## src/rtl/tlp_xcvr_pkg.sv

```systemverilog
// Shared F2C DMA ring geometry, pointer/address types and writer FSM states.
// Every size here is a power of two, so ring pointers wrap by plain truncation.
package tlp_xcvr_pkg;

    localparam int F2C_CHUNKSIZE    = 256;
    localparam int F2C_TLPSIZE      = 128;
    localparam int F2C_NUMCHUNKS    = 4;
    localparam int F2C_WRPTR_OFFSET = 0;

    typedef logic [$clog2(F2C_NUMCHUNKS)-1:0] F2CChunkPtr;
    typedef logic [60:0]                      QwAddr;

    typedef enum logic [2:0] {
        ST_IDLE,
        ST_REQ,
        ST_DATA,
        ST_PREQ,
        ST_PDATA
    } f2c_state_e;

endpackage

```

## src/rtl/f2c_dma_writer.sv

```systemverilog
// Packs the application QW stream into ring chunks written as TLP-sized requests,
// then posts the advanced write pointer to the host metrics buffer.
module f2c_dma_writer
    import tlp_xcvr_pkg::*;
#(
    parameter int CHUNKSIZE = F2C_CHUNKSIZE,
    parameter int TLPSIZE   = F2C_TLPSIZE,
    parameter int NUMCHUNKS = F2C_NUMCHUNKS
) (
    input  logic                        clk_in,
    input  logic                        rstn,
    input  logic                        dmaEn_in,
    input  logic                        dmaReset_in,
    input  QwAddr                       f2cBase_in,
    input  QwAddr                       mtrBase_in,
    input  F2CChunkPtr                  rdPtr_in,
    input  logic [63:0]                 srcData_in,
    input  logic                        srcValid_in,
    output logic                        srcReady_out,
    output QwAddr                       reqAddr_out,
    output logic [$clog2(TLPSIZE/8):0]  reqLen_out,
    output logic                        reqValid_out,
    input  logic                        reqReady_in,
    output logic [63:0]                 datData_out,
    output logic                        datValid_out,
    input  logic                        datReady_in,
    output F2CChunkPtr                  wrPtr_out
);

    localparam int QWS_PER_TLP    = TLPSIZE / 8;
    localparam int TLPS_PER_CHUNK = CHUNKSIZE / TLPSIZE;
    localparam int QW_W           = (QWS_PER_TLP > 1) ? $clog2(QWS_PER_TLP) : 1;
    localparam int TLP_W          = (TLPS_PER_CHUNK > 1) ? $clog2(TLPS_PER_CHUNK) : 1;
    localparam int LEN_W          = $clog2(TLPSIZE / 8) + 1;

    f2c_state_e       state_q,   state_d;
    F2CChunkPtr       wr_ptr_q,  wr_ptr_d;
    logic [TLP_W-1:0] tlp_idx_q, tlp_idx_d;
    logic [QW_W-1:0]  qw_idx_q,  qw_idx_d;

    F2CChunkPtr wr_ptr_inc;
    logic       full;
    logic       beat;

    assign wr_ptr_inc = F2CChunkPtr'((32'(wr_ptr_q) + 1) % NUMCHUNKS);
    assign full       = (wr_ptr_inc == rdPtr_in);
    assign beat       = srcValid_in && datReady_in;
    assign wrPtr_out  = wr_ptr_q;

    always_ff @(posedge clk_in or negedge rstn) begin
        if (!rstn) begin
            state_q   <= ST_IDLE;
            wr_ptr_q  <= '0;
            tlp_idx_q <= '0;
            qw_idx_q  <= '0;
        end else begin
            state_q   <= state_d;
            wr_ptr_q  <= wr_ptr_d;
            tlp_idx_q <= tlp_idx_d;
            qw_idx_q  <= qw_idx_d;
        end
    end

    always_comb begin
        state_d      = state_q;
        wr_ptr_d     = wr_ptr_q;
        tlp_idx_d    = tlp_idx_q;
        qw_idx_d     = qw_idx_q;
        srcReady_out = 1'b0;
        reqValid_out = 1'b0;
        reqAddr_out  = '0;
        reqLen_out   = '0;
        datData_out  = '0;
        datValid_out = 1'b0;

        unique case (state_q)
            ST_IDLE: begin
                if (dmaEn_in && !full) begin
                    state_d   = ST_REQ;
                    tlp_idx_d = '0;
                end
            end
            ST_REQ: begin
                reqValid_out = 1'b1;
                reqAddr_out  = f2cBase_in
                             + QwAddr'(wr_ptr_q)  * QwAddr'(CHUNKSIZE / 8)
                             + QwAddr'(tlp_idx_q) * QwAddr'(QWS_PER_TLP);
                reqLen_out   = LEN_W'(QWS_PER_TLP);
                if (reqReady_in) begin
                    state_d  = ST_DATA;
                    qw_idx_d = '0;
                end
            end
            ST_DATA: begin
                datData_out  = srcData_in;
                datValid_out = srcValid_in;
                srcReady_out = datReady_in;
                if (beat) begin
                    qw_idx_d = qw_idx_q + QW_W'(1);
                    if (qw_idx_q == QW_W'(QWS_PER_TLP - 1)) begin
                        // A disable only takes effect between TLPs; a partial chunk is dropped unposted.
                        if (tlp_idx_q == TLP_W'(TLPS_PER_CHUNK - 1)) begin
                            state_d = ST_PREQ;
                        end else begin
                            tlp_idx_d = tlp_idx_q + TLP_W'(1);
                            state_d   = dmaEn_in ? ST_REQ : ST_IDLE;
                        end
                    end
                end
            end
            ST_PREQ: begin
                reqValid_out = 1'b1;
                reqAddr_out  = mtrBase_in + QwAddr'(F2C_WRPTR_OFFSET);
                reqLen_out   = LEN_W'(1);
                if (reqReady_in) begin
                    state_d = ST_PDATA;
                end
            end
            ST_PDATA: begin
                datData_out  = 64'(wr_ptr_inc);
                datValid_out = 1'b1;
                if (datReady_in) begin
                    wr_ptr_d = wr_ptr_inc;
                    state_d  = ST_IDLE;
                end
            end
            default: begin
                state_d = ST_IDLE;
            end
        endcase

        if (dmaReset_in) begin
            state_d   = ST_IDLE;
            wr_ptr_d  = '0;
            tlp_idx_d = '0;
            qw_idx_d  = '0;
        end
    end

endmodule

```

## config.mk

```make
export PLATFORM = sky130hd
export DESIGN_NAME = f2c_dma_writer
export DESIGN_NICKNAME = d
export VERILOG_FILES = /design/src/rtl/tlp_xcvr_pkg.sv /design/src/rtl/f2c_dma_writer.sv
export SDC_FILE = /design/constraint.sdc
export NUM_CORES = 1
export LEC_CHECK = 0
export CORE_AREA = 2 2 127 129
export DETAILED_ROUTE_END_ITERATION = 6
export DIE_AREA = 0 0 129 131
export PLACE_DENSITY = 0.62
export SYNTH_ARGS = -nofsm -noshare
export SYNTH_HDL_FRONTEND = slang
export SYNTH_SLANG_ARGS = --single-unit
```

## constraint.sdc

```tcl
create_clock -name clk_in -period 5.1 [get_ports clk_in]
set_clock_uncertainty 0.1 [all_clocks]
set_input_delay 1.53 -clock clk_in [delete_from_list [all_inputs] [get_ports clk_in]]
set_output_delay 1.53 -clock clk_in [all_outputs]
set_load 0.005 [all_outputs]
```

==> flow_metrics.py <==
metrics = {
    "synth": {
        "part_of_the_yosys_area_used_for_sequential_elements_pct": 7.831,
        "ys_types": 49,
        "synth_top_flop_cell": "sky130_fd_sc_hd__dfrtp_1",
        "yosys_warnings": 0,
        "ys_ff_latch": 10,
        "netlist_area_sq_um": 3196,
        "ys_async_sr_fraction_pct": 100.0,
        "synth_enable_flop_cells": 0,
        "synthesis.area_per_instance_sq_um": 6.495,
        "synthesized_instance_count": 492,
    },
    "status": {
        "failed_checks": "setup timing",
        "status": "finished, violations left",
    },
    "place": {
        "place.gp.congestion": 0.8375,
        "place.detailed.hpwl_microns": 14940,
        "detailed_place.area_sq_um": 7238,
        "port-buffer-count": 326,
        "post-place-cells": 1083,
    },
    "critical_path": {
        "timing.critical_path.arrival_ns": 3.57,
        "rrSetupSlack_ns": 2.55,
        "criticalPathCategory": "in2out",
        "path_cells": "buf_6, ha_4, inv_2, fa_2, nor2b_1, buf_4, o2111ai_4, nor4_4, buf_4, buf_6, nand4_1, xor2_1, a21oi_1, buf_2",
        "timing.critical_path.to_type": "primary output",
        "critical_path_cell_count": 14,
        "cp-start-kind": "primary input",
        "critical_path.top_delay_family": "buffers and inverters",
        "r2r_cells": 7,
        "cp.buffers_inverters": 6,
        "critical_path.max_stage_delay_ns": 0.32,
        "rr_startpoint": "state_q[0]",
        "setup.worst_path.start": "f2cBase_in[4]",
        "timing.critical_path.required_ns": 3.47,
        "worst_setup_path_endpoint": "reqAddr_out[52]",
        "r2r-end": "state_q[0]",
        "cp_max_fo": 4,
        "crit_slowest_cell": "sky130_fd_sc_hd__fa_2",
    },
    "floorplanning": {
        "std_cell_rows": 46,
        "floorplan.core_area_sq_um": 15600,
        "floorplan.io_pins": 330,
        "floorplan.die_area_sq_um": 16900,
        "die_y_microns": 131,
        "starting_density_of_the_core_pct": 20.49,
        "die_width_microns": 129,
    },
    "final_layout": {
        "drive_above_1_share_pct": 25.44,
        "final-instance-count-excl-fill": 1123,
        "area.growth.synth_to_final_pct": 146.9,
        "mostFrequentLayoutCell": "sky130_fd_sc_hd__clkdlybuf4s50_1",
        "nFillCells": 1556,
        "final_cell_area_sq_um": 7889,
        "most_used_cells_in_the_layout_excluding_fill_and_tap_cells": "sky130_fd_sc_hd__clkdlybuf4s50_1, sky130_fd_sc_hd__buf_4, sky130_fd_sc_hd__and3_1, sky130_fd_sc_hd__a21oi_1, sky130_fd_sc_hd__o21ai_0",
        "nNetsFinal": 1105,
    },
    "clock_tree": {
        "tritoncts_buffers": 3,
        "clock_net_sink_count": 10,
        "hold_buffers": 0,
        "clock_path_buffers": 2,
        "cts_htree_levels": 1,
        "cts_tree": "built",
        "clock-root-buffer": "sky130_fd_sc_hd__clkbuf_16",
        "insertion_delay_ns": 0.24,
        "cts.clk_slew.worst_paths_ns": 0.04,
    },
    "sta": {
        "post-route-period-util_pct": 101.9,
        "report.final.setup_viol": 5,
        "slew_headroom_pct": 22.09,
        "timing.final.ws_setup_ns": -0.09695,
        "worst_pin_slew_ns": 1.166,
        "fmaxAchievable_mhz": 192.4,
        "final-max-slew-violation-count": 0,
        "timing.final.hold_violations": 0,
        "min_period_ns": 5.197,
        "grt_setup_unrepaired": "yes",
    },
    "detailed_routing": {
        "route.detailed.vias_per_inst": 4.582,
        "detail_route.wirelength.met1_microns": 7154,
        "vias": 5146,
        "topRoutingLayerUsed": "met5",
        "met2_wirelength_microns": 10190,
        "drc": 0,
        "wl_met3_microns": 1215,
        "routedWlPerCell_microns": 16.74,
        "first_iter_violations": 274,
        "first_pass_detailed_route_iteration_total": 4,
        "route.final.wire_length_microns": 18800,
        "final_antenna_net_count": 0,
    },
    "power_and_ir_drop": {
        "power.static_leakage_nw": 3.547,
        "ir_worst_vdd_v": 0.00009615,
        "pwr_density_cell_nw_per_um2": 111.9,
        "total_power_mw": 0.8826,
    },
    "global_route": {
        "first_global_vias": 4854,
        "grt_first_pass_wirelength_microns": 26500,
        "grt_use_total_pct": 20.17,
        "initial_antenna_violation_count": 4,
        "grt_remaining_overflow": 0,
        "grt_max_degree": 91,
    },
    "run": {
        "number_of_max_cap_violations": 0,
    },
    "worst_hold_path": {
        "holdCritPathClass": "reg2reg",
    },
}
==> worst min-delay path: cells and delay by family (launching register included) <==
family	cells	cell delay, ns
and+or+nand+nor	1	0.05
AOI/OAI and AO/OA	1	0.06
DFF	1	0.36
==> how the worst min path moves through the flow <==
stage / from / end / slack (ns) / cells past startpoint
6_report: qw_idx_q[1] / qw_idx_q[1] / 0.41 / 2
5_1_grt: qw_idx_q[2] / qw_idx_q[2] / 0.45 / 1
4_1_cts: qw_idx_q[1] / qw_idx_q[1] / 0.42 / 2
3_5_place_dp: qw_idx_q[1] / qw_idx_q[1] / 0.41 / 2
3_3_place_gp: qw_idx_q[1] / qw_idx_q[1] / 0.39 / 2
2_1_floorplan: qw_idx_q[2] / qw_idx_q[2] / 0.37 / 1
==> routing by layer <==
metal,GRT usage [%],vias up
met5,0,-
met4,4.668,2
met3,3.257,21
met2,39.37,199
met1,22.85,2330
li1,-,2594
==> flip-flops by register name (all words and copies together), names as in the netlist <==
signal / count
qw_idx_q: 4
tlp_idx_q: 1
state_q: 3
wrPtr_out: 2
==> power by group <==
| group | switching, mW | internal [mW] |
|---|---|---|
| Sequential | 0.00613 | 0.0830 |
| Clock | 0.0408 | 0.118 |
| Combinational | 0.287 | 0.347 |
| Total | 0.334 | 0.548 |
==> logic make-up after synthesis <==
group | count (synthesis) | share of synthesized area, %
AO/OA/AOI/OAI | 127 | 22.40
other | 1 | 0.1174
adder cells (fa/ha/maj) | 5 | 2.193
buffers and inverters | 50 | 6.460
multiplexers | 7 | 2.193
flip-flops | 10 | 7.831
AND/OR/NAND/NOR | 234 | 42.91
XOR/XNOR | 58 | 15.90
==> cell usage after synthesis, drive strengths merged, types with 11 or more instances <==
cell / count / area share [%]
nand2: 42 / 5.0
and3: 70 / 14
xnor2: 32 / 8.8
a21oi: 55 / 8.8
nor3: 12 / 2.3
and4: 11 / 3.1
clkbuf: 29 / 3.4
o21ai: 54 / 8.5
nand4: 16 / 4.3
xor2: 26 / 7.1
nand3: 20 / 3.1
nor2: 41 / 4.8
==> metrics by stage <==
stage	util, %	setup WS (ns)	setup TNS [ns]	hold slack [ns]
floorplan	-	0.1976	0	0.3727
CTS	49.65	-0.1249	-0.4602	0.4157
finish	50.58	-0.09695	-0.3342	0.4120
detailed placement	46.41	-0.8937	-37.71	0.4068
global route	50.58	-0.2096	-1.275	0.4451
global placement	46.41	-0.8634	-36.68	0.3937
==> layout make-up <==
cell class	count	area (sq um)	share of cell area, %
repair buffers	445	4070	51.59
multi-input cells	434	3159	40.05
well taps	216	270.3	3.426
flip-flops and latches	10	251.5	3.188
clock buffers	4	88.84	1.126
inverters	11	41.29	0.5234
diodes	3	7.507	0.09516
==> what timing repair did <==
action	in CTS	in global routing
pin swaps	59	41
gates cloned	0	0
endpoints found under the setup margin	56	41
buffers inserted	27	9
resized for setup	240	53
No activity file was read; power rests on OpenSTA's default activity.
